--- config.mk ---
export PLATFORM = sky130hd
export DESIGN_NAME = pc_addr_unit
export DESIGN_NICKNAME = d
export VERILOG_FILES = /design/src/rtl/pc_addr_unit_pkg.sv /design/src/rtl/pc_addr_unit_addr_req_fsm.sv /design/src/rtl/pc_addr_unit.sv
export SDC_FILE = /design/constraint.sdc
export NUM_CORES = 1
export LEC_CHECK = 0
export ABC_AREA = 1
export CORE_MARGIN = 3
export CORE_UTILIZATION = 50
export CTS_CLUSTER_DIAMETER = 60
export DETAILED_ROUTE_END_ITERATION = 12
export GPL_ROUTABILITY_DRIVEN = 0
export PLACE_DENSITY_LB_ADDON = 0.3
export SLEW_MARGIN = 20
export SYNTH_ARGS = -nofsm -noshare
export SYNTH_HDL_FRONTEND = slang
export SYNTH_SLANG_ARGS = --single-unit
--- constraint.sdc ---
create_clock -name clk -period 8.06 [get_ports clk]
set_input_delay 1.612 -clock clk [delete_from_list [all_inputs] [get_ports clk]]
set_output_delay 1.612 -clock clk [all_outputs]
set_load 0.05 [all_outputs]
--- src/rtl/pc_addr_unit_pkg.sv ---
// Shared encodings for the PC/address unit: next-PC selects, address-source selects and request FSM states.
// Latency: n/a (constants only).
// Backpressure: n/a.
package pc_addr_unit_pkg;

  // Next-PC source select (pc_sel). Codes 6 and 7 are reserved and behave as hold.
  localparam logic [2:0] PC_ALU  = 3'd0;
  localparam logic [2:0] PC_P4   = 3'd1;
  localparam logic [2:0] PC_M4   = 3'd2;
  localparam logic [2:0] PC_OLD  = 3'd3;
  localparam logic [2:0] PC_TRAP = 3'd4;
  localparam logic [2:0] PC_EPC  = 3'd5;

  // Memory address source select (mem_sel).
  localparam logic MEM_PC  = 1'b0;
  localparam logic MEM_ALU = 1'b1;

  // Memory request FSM state codes.
  localparam logic [0:0] ST_IDLE = 1'b0;
  localparam logic [0:0] ST_BUSY = 1'b1;

endpackage

--- src/rtl/pc_addr_unit_addr_req_fsm.sv ---
// Memory request tracker: latches the access address and holds mem_req until the grant arrives.
// Latency: mem_req rises the cycle after acc_start; done pulses the cycle after mem_gnt.
// Backpressure: while busy, acc_start is ignored (no queuing); mem_gnt is ignored while idle.
//
// Ports:
//   clk, rst   clock (rising edge), synchronous active-high reset
//   acc_start  begin an access using addr (sampled only when idle)
//   mem_gnt    grant for the outstanding request
//   addr       address to latch at acc_start
//   mem_addr   latched address, stable while mem_req=1
//   mem_req    request outstanding
//   busy       same as mem_req; used by the top to freeze the PC
//   done       one-cycle pulse the cycle after the grant
module pc_addr_unit_addr_req_fsm
  import pc_addr_unit_pkg::*;
#(
  parameter int XLEN = 32
) (
  input  logic            clk,
  input  logic            rst,
  input  logic            acc_start,
  input  logic            mem_gnt,
  input  logic [XLEN-1:0] addr,
  output logic [XLEN-1:0] mem_addr,
  output logic            mem_req,
  output logic            busy,
  output logic            done
);

  logic [0:0] state;

  always_ff @(posedge clk) begin
    if (rst) begin
      // A reset mid-access drops the request silently: no done pulse.
      state    <= ST_IDLE;
      mem_addr <= '0;
      done     <= 1'b0;
    end else begin
      done <= 1'b0;
      case (state)
        ST_IDLE: begin
          if (acc_start) begin
            state    <= ST_BUSY;
            mem_addr <= addr;
          end
        end
        ST_BUSY: begin
          if (mem_gnt) begin
            state <= ST_IDLE;
            done  <= 1'b1;
          end
        end
        default: state <= ST_IDLE;
      endcase
    end
  end

  assign mem_req = (state == ST_BUSY);
  assign busy    = mem_req;

endmodule

--- src/rtl/pc_addr_unit.sv ---
// PC and address generator: PC/EPC registers, 6-way next-PC select, misaligned-jump trap redirect, memory request handshake.
// Latency: pc/epc/misalign update 1 cycle after pc_en; addr is combinational; mem_req 1 cycle after acc_start.
// Backpressure: while a memory request is outstanding (busy) pc_en is ignored and the PC holds; nothing is queued.
//
// Ports:
//   clk, rst   clock (rising edge), synchronous active-high reset
//   pc_en      apply pc_sel this cycle (only when not busy)
//   pc_sel     next-PC source, see pc_addr_unit_pkg
//   mem_sel    address source: MEM_PC or MEM_ALU
//   alu_out    ALU-computed address / jump target
//   acc_start  start a memory access at the current addr
//   mem_gnt    grant for the outstanding request
//   pc, epc    current PC and saved exception PC
//   addr       combinational mem_sel ? alu_out : pc
//   mem_addr   latched request address
//   mem_req    request outstanding; busy mirrors it
//   done       one-cycle pulse after grant
//   misalign   one-cycle pulse after an ALU jump to a misaligned target
module pc_addr_unit
  import pc_addr_unit_pkg::*;
#(
  parameter int              XLEN       = 32,
  parameter logic [XLEN-1:0] RESET_VEC  = '0,
  parameter logic [XLEN-1:0] TRAP_VEC   = 'h100,
  parameter int              STEP       = 4,
  parameter int              ALIGN_BITS = 2
) (
  input  logic            clk,
  input  logic            rst,
  input  logic            pc_en,
  input  logic [2:0]      pc_sel,
  input  logic            mem_sel,
  input  logic [XLEN-1:0] alu_out,
  input  logic            acc_start,
  input  logic            mem_gnt,
  output logic [XLEN-1:0] pc,
  output logic [XLEN-1:0] epc,
  output logic [XLEN-1:0] addr,
  output logic [XLEN-1:0] mem_addr,
  output logic            mem_req,
  output logic            busy,
  output logic            done,
  output logic            misalign
);

  // Low bits that must be zero on an ALU jump; ALIGN_BITS=0 yields an empty mask and disables the check.
  localparam logic [XLEN-1:0] ALIGN_MASK = ~({XLEN{1'b1}} << ALIGN_BITS);
  localparam logic [XLEN-1:0] STEP_V     = XLEN'(STEP);

  logic            pc_upd;
  logic            alu_misaligned;
  logic [XLEN-1:0] pc_nxt;
  logic [XLEN-1:0] epc_nxt;
  logic            misalign_nxt;

  assign pc_upd         = pc_en && !busy;
  assign alu_misaligned = |(alu_out & ALIGN_MASK);

  always_comb begin
    pc_nxt       = pc;
    epc_nxt      = epc;
    misalign_nxt = 1'b0;
    if (pc_upd) begin
      case (pc_sel)
        PC_ALU: begin
          if (alu_misaligned) begin
            pc_nxt       = TRAP_VEC;
            epc_nxt      = pc;
            misalign_nxt = 1'b1;
          end else begin
            pc_nxt = alu_out;
          end
        end
        // Both directions wrap modulo 2^XLEN by plain overflow.
        PC_P4:   pc_nxt = pc + STEP_V;
        PC_M4:   pc_nxt = pc - STEP_V;
        PC_TRAP: begin
          pc_nxt  = TRAP_VEC;
          epc_nxt = pc;
        end
        PC_EPC:  pc_nxt = epc;
        default: pc_nxt = pc;  // PC_OLD and reserved codes hold
      endcase
    end
  end

  always_ff @(posedge clk) begin
    if (rst) begin
      pc       <= RESET_VEC;
      epc      <= '0;
      misalign <= 1'b0;
    end else begin
      pc       <= pc_nxt;
      epc      <= epc_nxt;
      misalign <= misalign_nxt;
    end
  end

  // Request address is taken from the pre-update pc when pc_en lands in the same cycle.
  assign addr = (mem_sel == MEM_ALU) ? alu_out : pc;

  pc_addr_unit_addr_req_fsm #(
    .XLEN (XLEN)
  ) u_addr_req_fsm (
    .clk       (clk),
    .rst       (rst),
    .acc_start (acc_start),
    .mem_gnt   (mem_gnt),
    .addr      (addr),
    .mem_addr  (mem_addr),
    .mem_req   (mem_req),
    .busy      (busy),
    .done      (done)
  );

endmodule

==> impl_metrics.tcl <==
set metrics [dict create \
    ys_seq_area_share_pct 30.7 \
    ys_ff_latch 99 \
    power.switching_mw 0.556 \
    dieArea_um2 14300 \
    cts_tree "done" \
    viasPerCell 5.48 \
    wl_per_cell_um 16.6 \
    grt_pass1_vias 6881 \
    cts_max_path_buffers 2 \
    yosysTopAreaCellShare_pct 30.7 \
    initial_core_util_pct 52.5 \
    worst_pin_slew_ns 1.01 \
    crit_family "buffers and inverters" \
    finalSetupTns_ns 0 \
    cts-root-buf "clkbuf_16" \
    grt_max_degree 65 \
    crit_arrival_ns 3.52 \
    critical-path-max-stage-delay_ns 0.86 \
    dp_slack_ns 2.95 \
    die_x_um 120 \
    worstPathBufferInverterCount 2 \
    ctsResizeCount 0 \
    coreArea_um2 12300 \
    hold_slack_ns 0.470 \
    ir_drop_mv 0.134 \
    cts_buffers 9 \
    syn-cell-area_um2 6460 \
    dp_hpwl_mm 17.1 \
    fin_ws_ns 2.92 \
    p_clk_share_pct 28.4 \
    path_cells "buf_2, nor2_1, a21oi_1, clkdlybuf4s50_1" \
    power_leakage_nw 3.83 \
    h-tree-depth 3 \
    sw_frac_of_total_pct 37.6 \
    cp_max_fo 56 \
    end_kind "output pin" \
    slew-limit-headroom_pct 32.4 \
    cts_setup_buffers 0 \
    clock-sinks 99 \
    vias 7393 \
    worstPathRequired_ns 6.45 \
    hp-class "flip-flop to flip-flop" \
    setup_violations 0 \
    hold_buffers 0 \
    seq_power_share_pct 37.8 \
    grt_first_pass_wirelength_mm 35.1 \
    antenna_cells 0 \
    slowest_stage "clkdlybuf4s50_1" \
    drt_iter0_markers 762 \
    yosysWarningCount 0 \
    critPathKind "input pin to output pin" \
    status "completed" \
    grt_usage_pct 30.6 \
    finalMaxSlewViolations 0 \
    ios 173 \
    die_h_um 120 \
    rows 40 \
    fin_crit_ns 5.14 \
    postSynthCellCount 1038 \
    area_growth_pct 31.5 \
    yosys.area.top_type "dfxtp_1" \
    grt_setup_unrepaired "false" \
    fillerInstances 1149 \
    synthTopCellsByArea "dfxtp_1, nand2_1, a21oi_1" \
    antenna_found_initial 1 \
    final.period_utilization_pct 63.7 \
    ys_types 34 \
    drive_gt1_share_pct 4.23 \
    drtPass1Iterations 5 \
    drt-total-wl_mm 22.4 \
    clk-insertion-delay-late_ns 0.34 \
    grt.overflow.total 0 \
    p_int_mw 0.924 \
    cp-start-kind "input pin" \
    hold_viol_final 0 \
    nNetsFinal 1249 \
    synth_nets 1108 \
    drc 0 \
    finClkSkew_ns 0.00682 \
    antenna_left 0 \
    portBuffers 172 \
    clk_pin_slew_worst_paths_ns 0.07 \
    power_density_nw_per_um2 174 \
    syn_area_per_cell_um2 6.23 \
    comb_power_share_pct 33.8 \
    maxCapViolCount 0 \
    fmax_mhz 195 \
]
Yosys cell counts:
library cell and n:
buf_2 8, inv_1 141, a21oi_1 128, mux2_2 8, inv_2 6, xor2_1 1
nor3_1 36, nand4_1 2, nand2_4 2, buf_4 3, nand3b_1 5, nor2_4 2
o21ai_0 95, dfxtp_1 99, a211oi_1 9, o21ai_4 2, or2_2 8, o21bai_1 3
a21o_1 2, clkbuf_1 30, nand2_2 1, nor2_1 120, nor2_2 1, buf_1 3
clkinv_1 1, and2_1 3, buf_6 2, a22oi_1 7, fa_1 1, a41oi_1 1
ha_1 28, nand3_1 43, nand2_1 229, a31oi_1 8
flip-flops by register name, summed over array words and instances, names as in the netlist:
register / flops
epc: 32
u_addr_req_fsm.mem_addr: 32
misalign: 1
u_addr_req_fsm.done: 1
pc: 32
u_addr_req_fsm.busy: 1
power by group through the flow:
| stage | clock (mW) | sequential (mW) | combinational, mW |
|---|---|---|---|
| floorplan | 0 | 0.677 | 0.218 |
| global placement | 0 | 0.569 | 0.492 |
| detailed placement | 0 | 0.569 | 0.496 |
| CTS | 0.423 | 0.559 | 0.499 |
| global route | 0.442 | 0.563 | 0.534 |
| finish | 0.420 | 0.560 | 0.500 |
worst min-delay path, cell delays in order, from the launching register on:
cell and delay [ns]:
dfxtp_1 0.31, inv_1 0.06, a21oi_1 0.05
placed cells by master (no fill, tap or decap), types with 9 or more instances in the layout:
| cell | instances |
|---|---|
| ha_1 | 28 |
| nor2_1 | 120 |
| clkdlybuf4s50_1 | 171 |
| dfxtp_1 | 99 |
| clkbuf_16 | 9 |
| a211oi_1 | 9 |
| nand2_1 | 228 |
| o21ai_0 | 95 |
| nand3_1 | 43 |
| a21oi_1 | 128 |
| nor3_1 | 36 |
| inv_1 | 141 |
cell families (layout without fill, tap and decap cells):
| family | Yosys count | in the layout | share of synthesized area (%) |
|---|---|---|---|
| AND/OR/NAND/NOR | 452 | 452 | 29.1 |
| multiplexers | 8 | 8 | 1.39 |
| adder cells (fa/ha/maj) | 29 | 29 | 5.73 |
| buffers and inverters | 194 | 338 | 11.8 |
| flip-flops | 99 | 99 | 30.7 |
| AO/OA/AOI/OAI | 255 | 255 | 21.1 |
| XOR/XNOR | 1 | 1 | 0.136 |
per-stage QoR:
stage                     cell area [um^2]  total power [mW]  std cells  utilization, %
after global routing                  8500              1.54       1350            69.0
after detailed placement              8210              1.07       1336            66.7
final                                 8500              1.48       1350            69.0
after CTS                             8490              1.48       1350            69.0
after floorplan                       6460             0.895       1038               -
after global placement                8210              1.06       1336            66.7
layout make-up:
cell class                 instances  area (um^2)  area share, %
timing repair buffer             176         1750           20.6
clock inverter                     4         53.8          0.633
clock buffer                      10          229           2.70
inverter                         148          556           6.54
multi-input combinational        745         3720           43.8
tap                              168          210           2.47
sequential                        99         1980           23.3
worst paths after layout:
path,startpoint,to,slack [ns],depth (start not counted)
worst min-delay path,epc[26]$_SDFFE_PP0P_,epc[26]$_SDFFE_PP0P_,0.47,2
worst min register to register,epc[26]$_SDFFE_PP0P_,epc[26]$_SDFFE_PP0P_,0.47,2
worst max-delay path,mem_sel,addr[11],2.92,4
worst max register to register,u_addr_req_fsm.busy$_SDFF_PP0_,pc[20]$_SDFFE_PP0P_,5.36,9
per-layer routing:
layer | vias to the layer above | share of wire (%) | GRT usage [%]
li1 | 3648 | - | -
met1 | 3317 | 41 | 38.1
met2 | 347 | 46 | 49.3
met3 | 79 | 8.5 | 6.55
met4 | 2 | 5.3 | 16.7
met5 | - | 0.067 | 0
(Power assumes the default switching activity.)
